===== config.mk =====
export PLATFORM = sky130hd
export DESIGN_NAME = pretrigger_receiver
export DESIGN_NICKNAME = d
export VERILOG_FILES = /design/src/rtl/pretrigger_receiver.sv
export SDC_FILE = /design/constraint.sdc
export NUM_CORES = 1
export LEC_CHECK = 0
export ABC_AREA = 1
export CORE_MARGIN = 3
export CORE_UTILIZATION = 51
export DETAILED_ROUTE_END_ITERATION = 10
export GPL_TIMING_DRIVEN = 0
export HOLD_SLACK_MARGIN = 0.15
export MAX_ROUTING_LAYER = met4
export PLACE_DENSITY = 0.77
export SLEW_MARGIN = 20
export SYNTH_ARGS = -nofsm -noshare
export SYNTH_HDL_FRONTEND = slang
export SYNTH_SLANG_ARGS = --single-unit

===== constraint.sdc =====
create_clock -name clk -period 1.6 [get_ports clk]
set_input_delay 0.16 -clock clk [delete_from_list [all_inputs] [get_ports clk]]
set_output_delay 0.16 -clock clk [all_outputs]
set_load 0.02 [all_outputs]

===== src/rtl/pretrigger_receiver.sv =====
// Pre-trigger receiver: width-qualifies trigger pulses, timestamps them, opens a
// delayed acquisition window and hands one event record per trigger to readout.
module pretrigger_receiver #(
  parameter int MIN_W = 2,
  parameter int MAX_W = 4
) (
  input  logic        clk,
  input  logic        rst,
  input  logic        ena,
  input  logic        trig_in,
  input  logic [7:0]  latency,
  input  logic [7:0]  win_len,
  output logic        acq_win,
  output logic        evt_valid,
  input  logic        evt_ready,
  output logic [15:0] evt_id,
  output logic [31:0] evt_ts,
  output logic [15:0] trig_cnt,
  output logic [15:0] drop_cnt,
  output logic [7:0]  werr_cnt
);

  typedef enum logic [1:0] {S_IDLE, S_DELAY, S_WINDOW, S_REPORT} state_t;

  localparam logic [3:0] LP_MIN = 4'(MIN_W);
  localparam logic [3:0] LP_MAX = 4'(MAX_W);

  function automatic logic [15:0] sat_inc16(input logic [15:0] v);
    return (v == 16'hFFFF) ? v : v + 16'd1;
  endfunction

  function automatic logic [7:0] sat_inc8(input logic [7:0] v);
    return (v == 8'hFF) ? v : v + 8'd1;
  endfunction

  state_t      r_state;
  logic        r_trig_d;
  logic [31:0] r_ts;
  logic [31:0] r_ts_lat;
  logic [3:0]  r_width;
  logic [7:0]  r_dly;
  logic [7:0]  r_wcnt;
  logic [15:0] r_id_next;

  logic       w_rise;
  logic       w_fall;
  logic       w_width_ok;
  logic       w_qual;
  logic       w_accept;
  logic       w_drop;
  logic       w_werr;
  logic [7:0] w_win_eff;

  assign w_rise     = trig_in & ~r_trig_d;
  assign w_fall     = ~trig_in & r_trig_d;
  assign w_width_ok = (r_width >= LP_MIN) && (r_width <= LP_MAX);
  assign w_qual     = w_fall && w_width_ok;
  assign w_accept   = w_qual && ena && (r_state == S_IDLE);
  assign w_drop     = w_qual && ena && (r_state != S_IDLE);
  assign w_werr     = w_fall && ena && !w_width_ok;
  assign w_win_eff  = (win_len == 8'd0) ? 8'd1 : win_len;

  // Edge detection, free-running timestamp and pulse-width measurement
  always_ff @(posedge clk or negedge rst) begin
    if (!rst) begin
      r_trig_d <= 1'b0;
      r_ts     <= 32'd0;
      r_ts_lat <= 32'd0;
      r_width  <= 4'd0;
    end else begin
      r_trig_d <= trig_in;
      r_ts     <= r_ts + 32'd1;
      if (w_rise) begin
        r_ts_lat <= r_ts;
        r_width  <= 4'd1;
      end else if (trig_in && r_width != 4'hF) begin
        r_width <= r_width + 4'd1;
      end
    end
  end

  // Slow-control counters; the event number wraps independently of trig_cnt
  always_ff @(posedge clk or negedge rst) begin
    if (!rst) begin
      trig_cnt  <= 16'd0;
      drop_cnt  <= 16'd0;
      werr_cnt  <= 8'd0;
      r_id_next <= 16'd0;
    end else begin
      if (w_accept) begin
        trig_cnt  <= sat_inc16(trig_cnt);
        r_id_next <= r_id_next + 16'd1;
      end
      if (w_drop) drop_cnt <= sat_inc16(drop_cnt);
      if (w_werr) werr_cnt <= sat_inc8(werr_cnt);
    end
  end

  // Event sequencer: delay, window, then hold the record until accepted
  always_ff @(posedge clk or negedge rst) begin
    if (!rst) begin
      r_state   <= S_IDLE;
      r_dly     <= 8'd0;
      r_wcnt    <= 8'd0;
      acq_win   <= 1'b0;
      evt_valid <= 1'b0;
      evt_id    <= 16'd0;
      evt_ts    <= 32'd0;
    end else begin
      case (r_state)
        S_IDLE: begin
          if (w_accept) begin
            evt_id <= r_id_next;
            evt_ts <= r_ts_lat;
            if (latency == 8'd0) begin
              r_state <= S_WINDOW;
              r_wcnt  <= w_win_eff;
            end else begin
              r_state <= S_DELAY;
              r_dly   <= latency;
            end
          end
        end
        S_DELAY: begin
          r_dly <= r_dly - 8'd1;
          if (r_dly == 8'd1) begin
            r_state <= S_WINDOW;
            r_wcnt  <= w_win_eff;
          end
        end
        S_WINDOW: begin
          if (r_wcnt != 8'd0) begin
            acq_win <= 1'b1;
            r_wcnt  <= r_wcnt - 8'd1;
          end else begin
            acq_win   <= 1'b0;
            evt_valid <= 1'b1;
            r_state   <= S_REPORT;
          end
        end
        S_REPORT: begin
          if (evt_ready) begin
            evt_valid <= 1'b0;
            r_state   <= S_IDLE;
          end
        end
        default: r_state <= S_IDLE;
      endcase
    end
  end

endmodule


==> After elaboration in Yosys (flattened, before gate mapping) <==
Cells that the tools add are included.
{ "word_totals": {"register_bits": 193} }
{ "op_classes": {"n_addsub": 8, "order_cmp": 2, "n_eq_ne": 15, "mux": 21, "bitwise": 7, "reduce_logical": 26} }
{ "op_table": {"columns": ["op", "n"], "rows": [
  ["8-bit 2-to-1 mux", 7],
  ["16-bit by 1-bit adder with 16-bit output (second input constant)", 3],
  ["32-bit by 1-bit adder with 32-bit output (second input constant)", 1],
  ["16-bit == test (second input constant)", 2],
  ["8-bit one-hot mux with 3 select lines", 1],
  ["8-bit zero test", 2],
  ["8-bit one-hot mux with 2 select lines", 1],
  ["8-bit by 1-bit subtractor with 8-bit output (second input constant)", 2],
  ["2-bit inequality test (second input constant)", 6],
  ["2-bit 2-to-1 mux", 5],
  ["8-bit by 1-bit adder with 8-bit output (second input constant)", 1],
  ["8-bit by 1-bit == test with 1-bit output (second input constant)", 1],
  ["8-bit == test (second input constant)", 1],
  ["1-bit logical AND", 8],
  ["4-bit 2-to-1 mux", 2],
  ["2-bit one-hot mux with 4 select lines", 1],
  ["2-bit AND reduction", 4],
  ["2-bit nonzero test", 4],
  ["8-bit nonzero test", 1],
  ["3-bit AND reduction", 2],
  ["1-bit NOT", 5],
  ["5-bit AND reduction", 1],
  ["4-bit by 1-bit adder with 4-bit output (second input constant)", 1],
  ["2-bit == test (second input constant)", 2],
  ["12 further kinds", 15]
]} }

==> Logic depth before layout (Yosys ltp) <==
Gate-level depths: netlist of run 1.
{ "logic_depth": {"word_depth": 7, "ltp_mapped": 11, "ltp_nobuf": 10} }

==> Least setup slack after synthesis of run 1 <==
OpenSTA, ideal clock, no wires.
{ "synth_path": {"path_type": "register to register", "start": "register trig_cnt[0]", "end": "register trig_cnt[15]", "setup_time_ns": 0.117, "t_arrival_ns": 1.562, "setup_slack_ns": -0.079, "path_stages_with_launch": 10, "n_path_buf": 1, "period_less_slack_ns": 1.679, "path_cell_list": "dfrtp_1 ha_1 nand3_1 inv_1 nand2_2 nor2_2 nor2_4 buf_6 nand3b_1 nand2_1"} }
{ "synth_between": {"elab_chain_cells": 3} }
{ "synth_rtl": {"columns": ["item", "line_no", "text"], "rows": [
  ["from (decl)", "18", "output logic [15:0] trig_cnt,"],
  ["from (signal assigned)", "91", "trig_cnt <= sat_inc16(trig_cnt);"],
  ["parallel branches: the longest is 3 deep, another holds 16-bit by 1-bit adder with 16-bit output", null, null]
]} }
Parallel ways; which one is timed is not known.
A chain may end at the register's enable or synchronous reset.

==> Worst setup path in the final report of run 1 <==
{ "layout_path": {"start": "register r_width[1]", "end": "register trig_cnt[2]"} }
{ "layout_between": {"elab_chain_cells": 6} }
{ "layout_rtl": {"columns": ["item", "line_no", "text"], "rows": [
  ["from (decl)", "40", "logic [3:0] r_width;"],
  ["from (signal assigned)", "77", "r_width <= r_width + 4'd1;"],
  ["4-bit by 2-bit >= comparator with 1-bit output or 4-bit by 3-bit less-or-equal comparator with 1-bit output (tied branches)", "56", "assign w_width_ok = (r_width >= LP_MIN) && (r_width <= LP_MAX);"],
  ["1-bit logical AND (*)", "56", null],
  ["1-bit logical AND (*)", "57", "assign w_qual = w_fall && w_width_ok;"],
  ["1-bit logical AND (*) (2 in a row)", "58", "assign w_accept = w_qual && ena && (r_state == S_IDLE);"],
  ["2-bit AND reduction (no source line) (*)", null, null]
]} }
Mark *: on every way between the ends. The rest lies on a longest branch, timed or not.

==> results of run 1 <==
per-layer routing:
metal | vias up | part of all wire | routed length, µm | track usage
met1 | 4079 | 0.43 | 10700 | 0.318
met4 | 0 | 0.026 | 645 | 0.0900
li1 | 4098 | - | - | -
met5 | - | 0 | 0 | -
met2 | 262 | 0.50 | 12500 | 0.397
met3 | 49 | 0.044 | 1100 | 0.0315
sequential cells by signal, summed over array words and instances, names as in the netlist, 4 cells and up:
name / flops
trig_cnt: 16
r_id_next: 16
r_width: 4
evt_id: 16
werr_cnt: 8
drop_cnt: 16
evt_ts: 32
r_ts_lat: 32
r_dly: 8
r_wcnt: 8
r_ts: 32
stage by stage:
stage / instances / setup WS, ps / power [µW] / cell area (µm²) / setup TNS [ps]
2_1_floorplan: 1188 / 5.88 / 9090 / 9570 / 0
4_1_cts: 1585 / -116 / 15400 / 12100 / -4250
5_1_grt: 1608 / -275 / 16900 / 12800 / -17220
6_report: 1608 / -217 / 16000 / 12800 / -8910
3_3_place_gp: 1527 / -8380 / 10600 / 11000 / -1499980
3_5_place_dp: 1529 / -302 / 10800 / 11000 / -28250
cell families after synthesis:
logic type	Yosys count	synth area share
compound gates	87	0.0501
xor+xnor	72	0.0660
fa+ha+maj	15	0.0196
buf+inv	128	0.0572
flops	193	0.505
simple gates	693	0.302
path summary, 6_finish.rpt:
check	startpoint	end	cells past startpoint
hold / removal	rst	werr_cnt[2]	2
setup / recovery	r_width[1]	trig_cnt[2]	10
setup reg to reg	r_width[1]	trig_cnt[2]	10
max in group asynchronous	rst	r_ts_lat[20]	3
min in group clk	trig_in	r_trig_d	1
hold reg to reg	r_width[3]	r_width[3]	1
critical path, cell delays in order (launching register included):
cell,delay [ps]
dfrtp_1,450
nand2_1,140
inv_1,80
nor2_4,170
buf_6,130
nand4_4,100
buf_6,150
nor2_4,190
buf_8,190
nand3_1,80
nand2_1,70
layout by cell type, fill, tap and decap left out, drive strengths merged:
master and count:
dfrtp 193, dlymetal6s2s 23, clkbuf 33, xor2 46
clkinv 3, and2 1, a31oi 1, a21oi 4
o32ai 1, o21ai 76, dlygate4sd2 61, a21o 1
nand2 474, nand3 64, dlygate4sd3 1, nor2 112
ha 15, o21bai 3, nor3 28, nand4 14
inv 109, clkdlybuf4s50 25, nand3b 1, buf 62
a21boi 1, bufinv 1, xnor2 26
power groups by stage:
stage	Sequential, µW	Clock (µW)	Combinational [µW]
after global routing	6440	4600	5870
final	6340	4360	5270
after CTS	6260	4390	4700
after global placement	6340	0	4260
after floorplan	6630	0	2450
after detailed placement	6340	0	4410
layout make-up:
class                           instances  share of cell area
Buffer                                 27              0.0225
Clock buffer                           18              0.0342
Clock inverter                         14              0.0124
Inverter                               99              0.0294
Multi-Input combinational cell        868               0.368
Sequential cell                       193               0.377
Tap cell                              229              0.0223
Timing Repair Buffer                  160               0.134
repair_timing:
item                                   in CTS  in global routing
endpoints found under the hold margin     193                  0
setup buffers                              19                 20
pin swaps                                  15                 42
hold buffers                                1                  0
gates resized for setup                   161                158
cloned                                      5                  7
setup endpoints to repair                 186                183
==> results by group, run 1 <==
Floorplan
  • I/O pins: 111
  • Initial Util: 0.525
  • Row cnt: 49
  • Die area: 20,400 µm²
  • Core ar.: 18,200 µm²
  • Chip width: 143 µm
  • Die height: 143 µm

Timing
  • Final period util: 1.14
  • Final min period: 1820 ps
  • Final hold vios: 0
  • Max-slew violations: 0
  • Setup WS post-layout: -217 ps
  • Highest clock rate: 550 MHz
  • Worst rel slew slack: 0.684
  • Clk_skew: 11.6 ps
  • Unrepaired setup endpoints after global routing: yes
  • Final hold slack: 169 ps
  • Worst-margin pin slew: 474 ps
  • # setup viols final: 96

GRT
  • First-pass GRT wire length: 39,400 µm
  • Initial antenna violation count: 0
  • Largest net degree at the start of global routing: 96
  • GRT Total Usage: 0.245
  • Total global routing overflow: 0
  • Vias in the first global route: 8,095

Synth
  • Synthesized area per cell: 8.05 µm²
  • Synthesized area: 9560 µm²
  • Synth area leaders: dfrtp_1 (51%), nand2_1 (18%), xor2_1 (4.2%), nor2_1 (4.0%), inv_1 (3.8%)
  • Seq/Total Area, Yosys: 0.505
  • #FFs+latches synth: 193
  • Post-synth cell types: 34
  • Top cell type's share of synthesized area: 0.505
  • Yosys warnings: 0
  • Cell count after synthesis: 1,188
  • Async SR Flop Fraction: 1.00
  • Ys flop type: dfrtp_1
  • Commonest cells post-synth: nand2_1 (471), dfrtp_1 (193), nor2_1 (101), inv_1 (96), o21ai_0 (63)
  • Syn nets: 1,224
  • Count leader, synth: nand2_1
  • Cell taking the most area after synthesis: dfrtp_1
  • EDFF count, synth: 0

Routing
  • Residual DRC: 0
  • DRT antenna net count: 0
  • Vias: 8,488
  • DR iter-0 viols: 543
  • First drt pass iteration count: 5
  • Routed WL: 25,000 µm
  • Routed vias/inst: 5.28
  • Routed WL per cell: 15.5 µm

Finish
  • Footprint of the multi-input gates: 4730 µm²
  • Layout fillers: 1,331
  • Storage element area: 4840 µm²
  • ANT cells: 0
  • Final Core Density: 0.704
  • Nets@finish: 1,402
  • P&R area growth vs syn: 34.2%
  • Share of cells above drive strength 1: 0.187

Critical path
  • WS Path Type: reg -> reg
  • R2R setup slack: -220 ps
  • CP Launch Type: flop
  • Worst EP required: 1990 ps
  • Worst EP arrival: 2200 ps
  • Worst Setup End Kind: flop
  • Crit-path max FO: 10

Power
  • PwrDens: 1240 nW/µm²
  • P_sw: 5990 µW
  • Seq pwr share: 0.397
  • Leakage: 0.00667 µW
  • Logic pwr share: 0.330
  • Switch share: 0.375
  • VDD IR max: 0.954 mV
  • Clock share of power: 0.273
  • P_int: 9980 µW

Clocking
  • Clock tree sinks: 193
  • H-tree levels: 4
  • Inserted Clock Buffers: 17
  • Bufs on Longest Clock Path: 2
  • Worst-Skew Late Latency: 450 ps
  • Clk slew on worst S/H paths: 70 ps
  • Clk root buf: clkbuf_16
  • TritonCTS clock tree: built

Hold path
  • HP Class: in -> async

Outcome
  • Status: finished, violations left
  • Failing checks: setup timing

Placed design
  • DPL Wire Length: 15,900 µm
  • Port buffer count: 110
  • Placer Congestion: 0.912

Run
  • Maximum Capacitance Violations: 0
No activity file was read; power rests on OpenSTA's default activity.
==> inputs of run 2 (changes only) <==
- GPL_TIMING_DRIVEN: 0 -> default
- MAX_ROUTING_LAYER: met4 -> default
- SLEW_MARGIN: 20 -> default
==> run 2 against run 1 <==
Against the previous run:
- the flow still finishes with violations (setup timing)
- clock power up 5.7%
- setup slack improved by 130 ps
- clock skew rose by 3.5 ps
- register-to-register slack gained 130 ps
- clock-buffer cell count rose by 3
- power shrank 0.10%
- core utilization is 2.2 points lower
- largest power group unchanged
==> results by group, run 2 (synthesis results as in run 1) <==
Floorplan
  • Core ar.: 18,200 µm² (unchanged)
  • Chip width: 143 µm (unchanged)
  • Row cnt: 49 (unchanged)
  • I/O pins: 111 (unchanged)
  • Die area: 20,400 µm² (unchanged)
  • Initial Util: 0.525 (unchanged)
  • Die height: 143 µm (unchanged)

Critical path
  • Worst Setup End Kind: flop
  • Critical path, cell by cell: buf_6 > nand2_2 > nand2_2 > nor2_4 > nand3_4 > nor2_4 > nand2_8 > buf_8 > xnor2_2
  • Crit-path max FO: 6 (-4)
  • CP Launch Type: flop
  • WS Path Type: reg -> reg
  • Reg-to-Reg Start: r_width[0]
  • Worst EP required: 1930 ps (-60 ps)
  • R2R setup slack: -90 ps (+130 ps)
  • Slowest-stage cell, CP: dfrtp_1
  • Worst EP arrival: 2020 ps (-180 ps)
  • Critical path endpoint: drop_cnt[0]
  • Reg2Reg Depth: 9 (-1)
  • Critical path startpoint: r_width[0]
  • Capture instance of the worst register-to-register path: drop_cnt[0]
  • Critical path's largest stage delay: 410 ps (-40 ps)

GRT
  • Largest net degree at the start of global routing: 45 (-53%)
  • GRT Total Usage: 0.228 (-0.0169)
  • Total global routing overflow: 0 (unchanged)
  • Initial antenna violation count: 0 (unchanged)
  • First-pass GRT wire length: 37,900 µm (-3.6%)
  • Vias in the first global route: 8,120 (+0.31%)

Finish
  • Share of cells above drive strength 1: 0.150 (-0.0375)
  • ANT cells: 0 (unchanged)
  • Design area: 12,400 µm² (-3.1%)
  • Layout fillers: 1,395 (+4.8%)
  • P&R area growth vs syn: 30.0%
  • Nets@finish: 1,413 (+0.78%)
  • Commonest non-fill, non-tap cell in the layout: nand2_1
  • Most frequent cells in the layout: nand2_1 (443), dfrtp_1 (188), inv_1 (94), nor2_1 (94), buf_4 (69)
  • Top flop regs: evt_ts x32, r_ts x32, r_ts_lat x32

Timing
  • Highest clock rate: 593 MHz (+7.7%)
  • Final min period: 1690 ps (-131 ps)
  • Final period util: 1.05 (-0.0817)
  • Unrepaired setup endpoints after global routing: yes
  • Setup TNS: -1770 ps (+7130 ps)
  • # setup viols final: 56 (-42%)
  • Final hold slack: 212 ps (+43.3 ps)
  • Clk_skew: 15.1 ps (+3.53 ps)
  • Max-slew violations: 0 (unchanged)
  • Worst-margin pin slew: 370 ps (-104 ps)
  • Final hold vios: 0 (unchanged)
  • Setup WS post-layout: -86.6 ps (+131 ps)
  • Worst rel slew slack: 0.751 (+0.0673)

Placed design
  • Placer Congestion: 0.885 (-2.9%)
  • DPL Wire Length: 16,400 µm (+2.9%)
  • DP Area: 11,500 µm² (+4.0%)
  • Port buffer count: 110 (unchanged)

Clocking
  • Clk root buf: clkbuf_16
  • Inserted Clock Buffers: 17 (unchanged)
  • Clock tree sinks: 193 (unchanged)
  • H-tree levels: 4 (unchanged)
  • Bufs on Longest Clock Path: 2 (unchanged)
  • Clk slew on worst S/H paths: 70 ps (about the same)
  • TritonCTS clock tree: built
  • Worst-Skew Late Latency: 440 ps (about the same)

Routing
  • Vias: 8,332 (-1.8%)
  • Residual DRC: 0 (unchanged)
  • DR iter-0 viols: 536 (-1.3%)
  • DRT antenna net count: 0 (unchanged)
  • First drt pass iteration count: 5 (unchanged)
  • Routed vias/inst: 5.15 (-2.5%)
  • Routed WL per cell: 14.3 µm (-8.0%)
  • Routed WL: 23,100 µm (-7.4%)

Outcome
  • Failing checks: setup timing
  • Status: finished, violations left

Power
  • PwrDens: 1280 nW/µm² (+3.1%)
  • VDD IR max: 0.828 mV (-13%)
  • Power Total: 16,000 µW (-0.10%)
  • Leakage: 0.00640 µW (-4.2%)

Hold path
  • HP Class: in -> async

Run
  • Maximum Capacitance Violations: 0 (unchanged)
## run 2: what timing repair did
| item | 4_1_cts | 5_1_grt |
|---|---|---|
| hold buffers | 1 | 0 |
| gates resized for setup | 79 | 66 |
| endpoints found under the setup margin | 142 | 130 |
| pin swaps | 8 | 16 |
| gates cloned | 2 | 2 |
| buffers inserted | 5 | 3 |
| endpoints found under the hold margin | 193 | 0 |
## run 2: through the flow
stage / setup WS (ps) / instances / utilization
final: -86.6 / 1619 / 0.683
after global routing: -120 / 1619 / 0.683
after CTS: -33.1 / 1614 / 0.669
after detailed placement: -172 / 1574 / 0.629
after global placement: -118 / 1574 / 0.629
after floorplan: 5.88 / 1188 / -
## run 2: cell type report
class	instances	area, µm²	share of cell area
clock buffers	21	460	0.0370
clock inverters	11	178	0.0143
inverters	99	384	0.0309
multi-input cells	867	4370	0.352
flip-flops and latches	193	4840	0.389
well taps	229	287	0.0231
repair buffers	198	1910	0.153
repair inverters	1	6.26	0.000503
## run 2: per-layer routing
metal,global-route usage,vias to the layer above,share of wire
met5,0,-,0
met4,0.0820,0,0.022
met3,0.0335,44,0.044
met2,0.386,230,0.50
met1,0.301,3955,0.44
li1,-,4103,-
## run 2: where the power goes
part / total, µW / internal [µW] / switching, µW
clock: 4610 / 2720 / 1890
sequential: 6170 / 5570 / 596
combinational: 5180 / 2140 / 3040
total: 16000 / 10400 / 5520
## run 2: worst max-delay path, delay by kind of cell, from the launching register on
kind                      cells  cell delay [ps]
buffers and inverters         2              310
xor gates and xnor gates      1              120
and+or+nand+nor               6              730
DFF                           1              410
## run 2: how the worst min path moves through the flow
stage	from	endpoint	slack, ps	depth (start not counted)
finish	rst	werr_cnt[5]	210	2
global route	rst	werr_cnt[2]	240	2
CTS	rst	werr_cnt[0]	210	2
detailed placement	rst	werr_cnt[0]	110	1
global placement	rst	werr_cnt[0]	110	1
floorplan	rst	acq_win	-140	0
